$ cat config.mk
export PLATFORM = sky130hd
export DESIGN_NAME = sfu_ctrl_flat
export DESIGN_NICKNAME = d
export VERILOG_FILES = /design/src/rtl/sfu_ctrl_if.sv /design/src/rtl/sfu_ctrl.sv /design/src/flat_wrapper.sv
export SDC_FILE = /design/constraint.sdc
export NUM_CORES = 1
export LEC_CHECK = 0
export ABC_AREA = 1
export BUFFER_PORTS_ARGS = -buffer_cell sky130_fd_sc_hd__buf_2
export CAP_MARGIN = 0
export CORE_AREA = 3 3 215 217
export DETAILED_ROUTE_END_ITERATION = 6
export DIE_AREA = 0 0 218 220
export GPL_TIMING_DRIVEN = 0
export PLACE_DENSITY = 0.42
export SLEW_MARGIN = 20
export SYNTH_ARGS = -nofsm -noshare
export SYNTH_HDL_FRONTEND = slang
export SYNTH_SLANG_ARGS = --single-unit
$ cat constraint.sdc
create_clock -name clk -period 5.4 [get_ports clk]
set_clock_uncertainty 0.15 [all_clocks]
set_input_delay 1.35 -clock clk [delete_from_list [all_inputs] [get_ports clk]]
set_output_delay 1.35 -clock clk [all_outputs]
set_load 0.01 [all_outputs]
$ cat src/rtl/sfu_ctrl_if.sv
// Bus bundle between sfu_ctrl and its OFIFO, SFU and output-memory neighbours.
// master = sequencer side, slave = datapath/environment side.
interface sfu_ctrl_if #(
    parameter int unsigned col     = 8,
    parameter int unsigned psum_bw = 16,
    parameter int unsigned addr_bw = 11
);
    logic                     fifo_valid_i;
    logic [col*psum_bw-1:0]   fifo_data_i;
    logic                     fifo_rd_o;
    logic                     sfu_acc_o;
    logic                     sfu_bypass_o;
    logic [col*psum_bw-1:0]   sfu_psum_o;
    logic [col*psum_bw-1:0]   sfu_result_i;
    logic                     mem_wr_o;
    logic [addr_bw-1:0]       mem_addr_o;
    logic [col*psum_bw-1:0]   mem_data_o;

    modport master (
        input  fifo_valid_i, fifo_data_i, sfu_result_i,
        output fifo_rd_o, sfu_acc_o, sfu_bypass_o, sfu_psum_o, mem_wr_o, mem_addr_o, mem_data_o
    );

    modport slave (
        output fifo_valid_i, fifo_data_i, sfu_result_i,
        input  fifo_rd_o, sfu_acc_o, sfu_bypass_o, sfu_psum_o, mem_wr_o, mem_addr_o, mem_data_o
    );
endinterface

$ cat src/rtl/sfu_ctrl.sv
// Sequencer for the SFU accumulate/ReLU stage: OFIFO -> SFU -> output memory.
// Optional stall counter output is enabled by defining SFU_CTRL_STALL_CNT_EN.
module sfu_ctrl #(
    parameter int unsigned col     = 8,
    parameter int unsigned psum_bw = 16,
    parameter int unsigned cnt_bw  = 8,
    parameter int unsigned addr_bw = 11
) (
    input  logic               clk,
    input  logic               reset,
    input  logic               start_i,
    input  logic [cnt_bw-1:0]  cfg_num_psum_i,
    input  logic [addr_bw-1:0] cfg_num_out_i,
    input  logic [addr_bw-1:0] cfg_base_addr_i,
    input  logic               cfg_bypass_i,
    sfu_ctrl_if.master         bus,
`ifdef SFU_CTRL_STALL_CNT_EN
    output logic [15:0]        stall_cnt_o,
`endif
    output logic               busy_o,
    output logic               done_o
);
    typedef enum logic [2:0] {StIdle, StAcc, StDrain, StByp, StDone} state_e;

    localparam int unsigned W = col * psum_bw;

    state_e             state_q, state_d;
    logic [cnt_bw-1:0]  num_psum_q, psum_cnt_q, psum_cnt_d;
    logic [addr_bw-1:0] num_out_q, base_q, out_cnt_q, out_cnt_d;
    logic               latch;
    logic               mem_wr_q, mem_wr_d;
    logic [addr_bw-1:0] mem_addr_q, mem_addr_d;
    logic [W-1:0]       mem_data_q, mem_data_d;
    logic               stall;

    assign bus.mem_wr_o   = mem_wr_q;
    assign bus.mem_addr_o = mem_addr_q;
    assign bus.mem_data_o = mem_data_q;

    always_comb begin
        state_d          = state_q;
        psum_cnt_d       = psum_cnt_q;
        out_cnt_d        = out_cnt_q;
        latch            = 1'b0;
        mem_wr_d         = 1'b0;
        mem_addr_d       = mem_addr_q;
        mem_data_d       = mem_data_q;
        stall            = 1'b0;
        bus.fifo_rd_o    = 1'b0;
        bus.sfu_acc_o    = 1'b0;
        bus.sfu_bypass_o = 1'b0;
        bus.sfu_psum_o   = '0;
        busy_o           = 1'b1;
        done_o           = 1'b0;
        unique case (state_q)
            StIdle: begin
                busy_o = 1'b0;
                if (start_i) begin
                    latch      = 1'b1;
                    psum_cnt_d = '0;
                    out_cnt_d  = '0;
                    if (cfg_num_out_i == '0) state_d = StDone;
                    else if (cfg_bypass_i)   state_d = StByp;
                    else                     state_d = StAcc;
                end
            end
            StAcc: begin
                bus.fifo_rd_o  = bus.fifo_valid_i;
                // Keep acc high across a mid-group stall so the zero vector is absorbed.
                bus.sfu_acc_o  = (psum_cnt_q != '0) | bus.fifo_valid_i;
                bus.sfu_psum_o = bus.fifo_valid_i ? bus.fifo_data_i : '0;
                stall          = (psum_cnt_q != '0) & ~bus.fifo_valid_i;
                if (bus.fifo_valid_i) begin
                    psum_cnt_d = psum_cnt_q + 1'b1;
                    if (psum_cnt_q == num_psum_q - 1'b1) state_d = StDrain;
                end
            end
            StDrain: begin
                mem_wr_d   = 1'b1;
                mem_data_d = bus.sfu_result_i;
                mem_addr_d = base_q + out_cnt_q;
                out_cnt_d  = out_cnt_q + 1'b1;
                psum_cnt_d = '0;
                state_d    = (out_cnt_q == num_out_q - 1'b1) ? StDone : StAcc;
            end
            StByp: begin
                bus.sfu_bypass_o = 1'b1;
                bus.fifo_rd_o    = bus.fifo_valid_i;
                bus.sfu_psum_o   = bus.fifo_valid_i ? bus.fifo_data_i : '0;
                stall            = ~bus.fifo_valid_i;
                if (bus.fifo_valid_i) begin
                    mem_wr_d   = 1'b1;
                    mem_data_d = bus.sfu_result_i;
                    mem_addr_d = base_q + out_cnt_q;
                    out_cnt_d  = out_cnt_q + 1'b1;
                    if (out_cnt_q == num_out_q - 1'b1) state_d = StDone;
                end
            end
            StDone: begin
                done_o  = 1'b1;
                state_d = StIdle;
            end
            default: state_d = StIdle;
        endcase
    end

    always_ff @(posedge clk) begin
        if (!reset) begin
            state_q    <= StIdle;
            num_psum_q <= '0;
            num_out_q  <= '0;
            base_q     <= '0;
            psum_cnt_q <= '0;
            out_cnt_q  <= '0;
            mem_wr_q   <= 1'b0;
            mem_addr_q <= '0;
            mem_data_q <= '0;
        end else begin
            state_q    <= state_d;
            psum_cnt_q <= psum_cnt_d;
            out_cnt_q  <= out_cnt_d;
            mem_wr_q   <= mem_wr_d;
            mem_addr_q <= mem_addr_d;
            mem_data_q <= mem_data_d;
            if (latch) begin
                num_psum_q <= (cfg_num_psum_i == '0) ? cnt_bw'(1) : cfg_num_psum_i;
                num_out_q  <= cfg_num_out_i;
                base_q     <= cfg_base_addr_i;
            end
        end
    end

`ifdef SFU_CTRL_STALL_CNT_EN
    logic [15:0] stall_cnt_q;
    assign stall_cnt_o = stall_cnt_q;

    always_ff @(posedge clk) begin
        if (!reset)                              stall_cnt_q <= '0;
        else if (latch)                          stall_cnt_q <= '0;
        else if (stall && stall_cnt_q != 16'hFFFF) stall_cnt_q <= stall_cnt_q + 16'd1;
    end
`else
    logic unused_stall;
    assign unused_stall = stall;
`endif
endmodule

$ cat src/flat_wrapper.sv
// flat-port wrapper written by rule: the top's interface ports become plain ports
module sfu_ctrl_flat 
#(
    parameter int unsigned col     = 8,
    parameter int unsigned psum_bw = 16,
    parameter int unsigned cnt_bw  = 8,
    parameter int unsigned addr_bw = 11
)
  (clk, reset, start_i, cfg_num_psum_i, cfg_num_out_i, cfg_base_addr_i, cfg_bypass_i, busy_o, done_o, bus_fifo_valid_i, bus_fifo_data_i, bus_sfu_result_i, bus_fifo_rd_o, bus_sfu_acc_o, bus_sfu_bypass_o, bus_sfu_psum_o, bus_mem_wr_o, bus_mem_addr_o, bus_mem_data_o);
  sfu_ctrl_if #(.col(col), .psum_bw(psum_bw), .addr_bw(addr_bw)) bus_i ();
  input  logic clk;
  input  logic reset;
  input  logic start_i;
  input  logic [cnt_bw-1:0] cfg_num_psum_i;
  input  logic [addr_bw-1:0] cfg_num_out_i;
  input  logic [addr_bw-1:0] cfg_base_addr_i;
  input  logic cfg_bypass_i;
  output logic busy_o;
  output logic done_o;
  input wire logic [$bits(bus_i.fifo_valid_i)-1:0] bus_fifo_valid_i;
  input wire logic [$bits(bus_i.fifo_data_i)-1:0] bus_fifo_data_i;
  input wire logic [$bits(bus_i.sfu_result_i)-1:0] bus_sfu_result_i;
  output wire logic [$bits(bus_i.fifo_rd_o)-1:0] bus_fifo_rd_o;
  output wire logic [$bits(bus_i.sfu_acc_o)-1:0] bus_sfu_acc_o;
  output wire logic [$bits(bus_i.sfu_bypass_o)-1:0] bus_sfu_bypass_o;
  output wire logic [$bits(bus_i.sfu_psum_o)-1:0] bus_sfu_psum_o;
  output wire logic [$bits(bus_i.mem_wr_o)-1:0] bus_mem_wr_o;
  output wire logic [$bits(bus_i.mem_addr_o)-1:0] bus_mem_addr_o;
  output wire logic [$bits(bus_i.mem_data_o)-1:0] bus_mem_data_o;
  assign bus_i.fifo_valid_i = bus_fifo_valid_i;
  assign bus_i.fifo_data_i = bus_fifo_data_i;
  assign bus_i.sfu_result_i = bus_sfu_result_i;
  assign bus_fifo_rd_o = bus_i.fifo_rd_o;
  assign bus_sfu_acc_o = bus_i.sfu_acc_o;
  assign bus_sfu_bypass_o = bus_i.sfu_bypass_o;
  assign bus_sfu_psum_o = bus_i.sfu_psum_o;
  assign bus_mem_wr_o = bus_i.mem_wr_o;
  assign bus_mem_addr_o = bus_i.mem_addr_o;
  assign bus_mem_data_o = bus_i.mem_data_o;
  sfu_ctrl #(.col(col), .psum_bw(psum_bw), .cnt_bw(cnt_bw), .addr_bw(addr_bw)) u_core (.clk(clk), .reset(reset), .start_i(start_i), .cfg_num_psum_i(cfg_num_psum_i), .cfg_num_out_i(cfg_num_out_i), .cfg_base_addr_i(cfg_base_addr_i), .cfg_bypass_i(cfg_bypass_i), .bus(bus_i), .busy_o(busy_o), .done_o(done_o));
endmodule
==> metrics.csv <==
stage,metric,value,unit
timing,finalCriticalPeriod,4.85,ns
global_route,grt_use_total,16.9,%
placement,io_buffers,562,
detailed_routing,ant_nets,0,
cells_and_area,fin_nets,2313,
synthesis,yosysTopAreaCell,dfxtp_1,
detailed_routing,vias,11037,
critical_path,crit_path_end_kind,primary output,
run_status,status,"complete, no violations",
synthesis,synthesis.nets,1732,
placement,place_congestion,0.821,
critical_path,r2r_end,u_core.bus.mem_data_o[53]$_SDFFE_PN0P_,
timing,worst_pin_slew,0.797,ns
synthesis,yosys.cell_count.top_type,nor2_1,
floorplan,rows,77,
global_route,grt_pass1_vias,10131,
timing,setup_tns,0,ns
critical_path,slowest_stage,clkbuf_1,
placement,dp_hpwl,36000,um
detailed_routing,vias_per_cell,4.22,
detailed_routing,wl_per_cell,16.6,um
cts,cts_hold_buf,0,
critical_path,r2r_cells,6,
hold_path,hold_end,u_core.bus.mem_data_o[15]$_SDFFE_PN0P_,
cells_and_area,utilization,30.2,%
synthesis,syn_area,9280,um^2
cells_and_area,drive_gt1_share,30.4,%
critical_path,critPathLaunchType,input port,
floorplan,io_pins,564,
floorplan,die_area,48000,um^2
synthesis,yosysWarnings,0,
detailed_routing,drt_first_pass_iters,5,
cts,clkSinkCount,192,
cts,postCtsSetupBuffers,0,
detailed_routing,drt_iter0_drc,608,
cts,clk_latency,0.45,ns
pwr,powerDensity,476,nW/um^2
critical_path,worstPathRequired,3.90,ns
detailed_routing,drc_errors,0,
timing,slew_headroom,46.8,%
floorplan,die_w,218,um
timing,rsz0062_at_grt,no,
critical_path,r2r_slack,3.04,ns
cts,root_buffer,clkbuf_16,
cells_and_area,n_fill_cell,5058,
timing,report.final.slew_viol_count,0,
cts,tritoncts,built,
synthesis,synth-edff-count,0,
global_route,antenna_found_initial,4,
timing,fmax,206,MHz
synthesis,yosysUniqueCellTypes,41,
cts,h-tree-depth,4,
hold_path,hold_path_depth,2,
timing,period_share,89.7,%
synthesis,ys_ff_latch,192,
pwr,p_leak,6.69,nW
synthesis,ys_async_sr_fraction,0,%
global_route,overflow,0,
global_route,grt_max_degree,18,
synthesis,avgSynthCellArea,6.51,um^2
timing,hold_viol_final,0,
critical_path,reg2reg_from,u_core.state_q[2]$_SDFFE_PN0P_,
critical_path,slowest_delay,0.58,ns
synthesis,synthTopCellsByCount,"449 x nor2_1, 250 x nand2_1, 192 x dfxtp_1",
pwr,ir_drop,0.247,mV
hold_path,min-delay-start,u_core.bus.mem_data_o[15]$_SDFFE_PN0P_,
critical_path,crit_fanout,10,
synthesis,synth.top_cell.area_share,41.4,%
critical_path,path_cells,"buf_2, clkbuf_1, clkbuf_1, nand2_1, nor2_1, buf_2",
cts,cts.path.max_buffers,2,
timing,setup_viol_count_final,0,
synthesis,synthFlopType,dfxtp_1,
floorplan,start_util,20.9,%
detailed_routing,wirelength,43500,um
cts,cts_buffers,17,
hold_path,hold_class,register to register,
synthesis,synth_cells,1425,
synthesis,synth-seq-area-share,41.4,%
cells_and_area,syn_to_final_growth,44.4,%
critical_path,arrival,3.35,ns
floorplan,die_h,220,um
synthesis,synth.area.top_cells,"dfxtp_1 41%, nor2_1 18%, nand2_1 10%",
global_route,grt_pass1_wl,61400,um
critical_path,crit_type,input port to primary output,
cts,clk_pin_slew,0.07,ns
floorplan,core_area,44300,um^2
cts,cts_resized,0,
flow_run,max_cap_violations,0,
==> cells by family (layout without fill, tap and decap cells) <==
group	count (synthesis)	count (layout)	synth area share [%]
and+or+nand+nor	802	802	34.8
AOI/OAI and AO/OA	235	235	13.1
DFF	192	192	41.4
buffers and inverters	162	754	6.72
xor gates and xnor gates	18	18	1.70
adders and majority gates	16	16	2.24
other	0	4	0
==> how the worst max path moves through the flow <==
| stage | start | end | cells after the start |
|---|---|---|---|
| after floorplan | bus_fifo_valid_i | bus_sfu_psum_o[107] | 4 |
| after global placement | bus_fifo_valid_i | bus_sfu_psum_o[24] | 6 |
| after detailed placement | bus_fifo_valid_i | bus_sfu_psum_o[57] | 6 |
| after CTS | bus_fifo_valid_i | bus_sfu_psum_o[57] | 6 |
| after global routing | bus_fifo_valid_i | bus_sfu_psum_o[57] | 6 |
| final | bus_fifo_valid_i | bus_sfu_psum_o[24] | 6 |
==> registers in the layout, summed over array words and instances, names as in the netlist <==
| register | count |
|---|---|
| u_core.base_q | 11 |
| u_core.bus.mem_addr_o | 11 |
| u_core.bus.mem_data_o | 128 |
| u_core.bus.mem_wr_o | 1 |
| u_core.num_out_q | 11 |
| u_core.num_psum_q | 8 |
| u_core.out_cnt_q | 11 |
| u_core.psum_cnt_q | 8 |
| u_core.state_q | 3 |
==> cell type report <==
class	count	area, um^2	area share, %
timing repair buffer	562	2810	21.0
clock inverter	13	134	0.999
clock buffer	17	425	3.17
antenna	4	10.0	0.0747
sequential	192	3840	28.7
inverter	77	289	2.16
buffer	85	334	2.49
multi-input combinational	1071	4810	35.9
tap	592	741	5.53
==> worst max-delay path: cells and delay by family <==
| kind | cells | cell delay, ns |
|---|---|---|
| simple gates | 2 | 0.55 |
| buf+inv | 4 | 1.43 |
==> placed cells by master (no fill, tap or decap), drive strengths merged, types with 4 or more instances in the layout <==
cell / instances
xor2: 9
nand4: 8
ha: 15
or2: 4
nor4: 4
nor2: 451
buf: 570
clkbuf: 94
nand3: 57
diode: 4
a211oi: 4
nand2: 253
a21oi: 58
o21ai: 165
dfxtp: 192
inv: 80
clkinv: 5
nor3: 21
xnor2: 9
clkinvlp: 4
==> stage by stage <==
stage | instances | setup WS [ns] | hold WS, ns | area, um^2 | total power, mW
after floorplan | 1425 | 1.76 | 0.294 | 9280 | 3.91
after CTS | 2609 | 0.632 | 0.332 | 13400 | 6.48
after global routing | 2613 | 0.530 | 0.352 | 13400 | 6.91
final | 2613 | 0.554 | 0.328 | 13400 | 6.38
after global placement | 2579 | 0.664 | 0.310 | 12800 | 5.18
after detailed placement | 2579 | 0.633 | 0.317 | 12800 | 5.19
==> routing by layer <==
metal	global-route usage [%]	wire length [um]	vias up
met2	27.7	21200	291
met4	4.24	495	0
li1	-	-	5705
met1	22.1	19200	5016
met5	0	0	-
met3	4.51	2620	25
==> power breakdown <==
| part | total, mW | switching (mW) | internal, mW |
|---|---|---|---|
| Clock | 1.26 | 0.616 | 0.640 |
| Combinational | 2.94 | 1.91 | 1.03 |
| Sequential | 2.19 | 0.277 | 1.91 |
(Power assumes the default switching activity.)
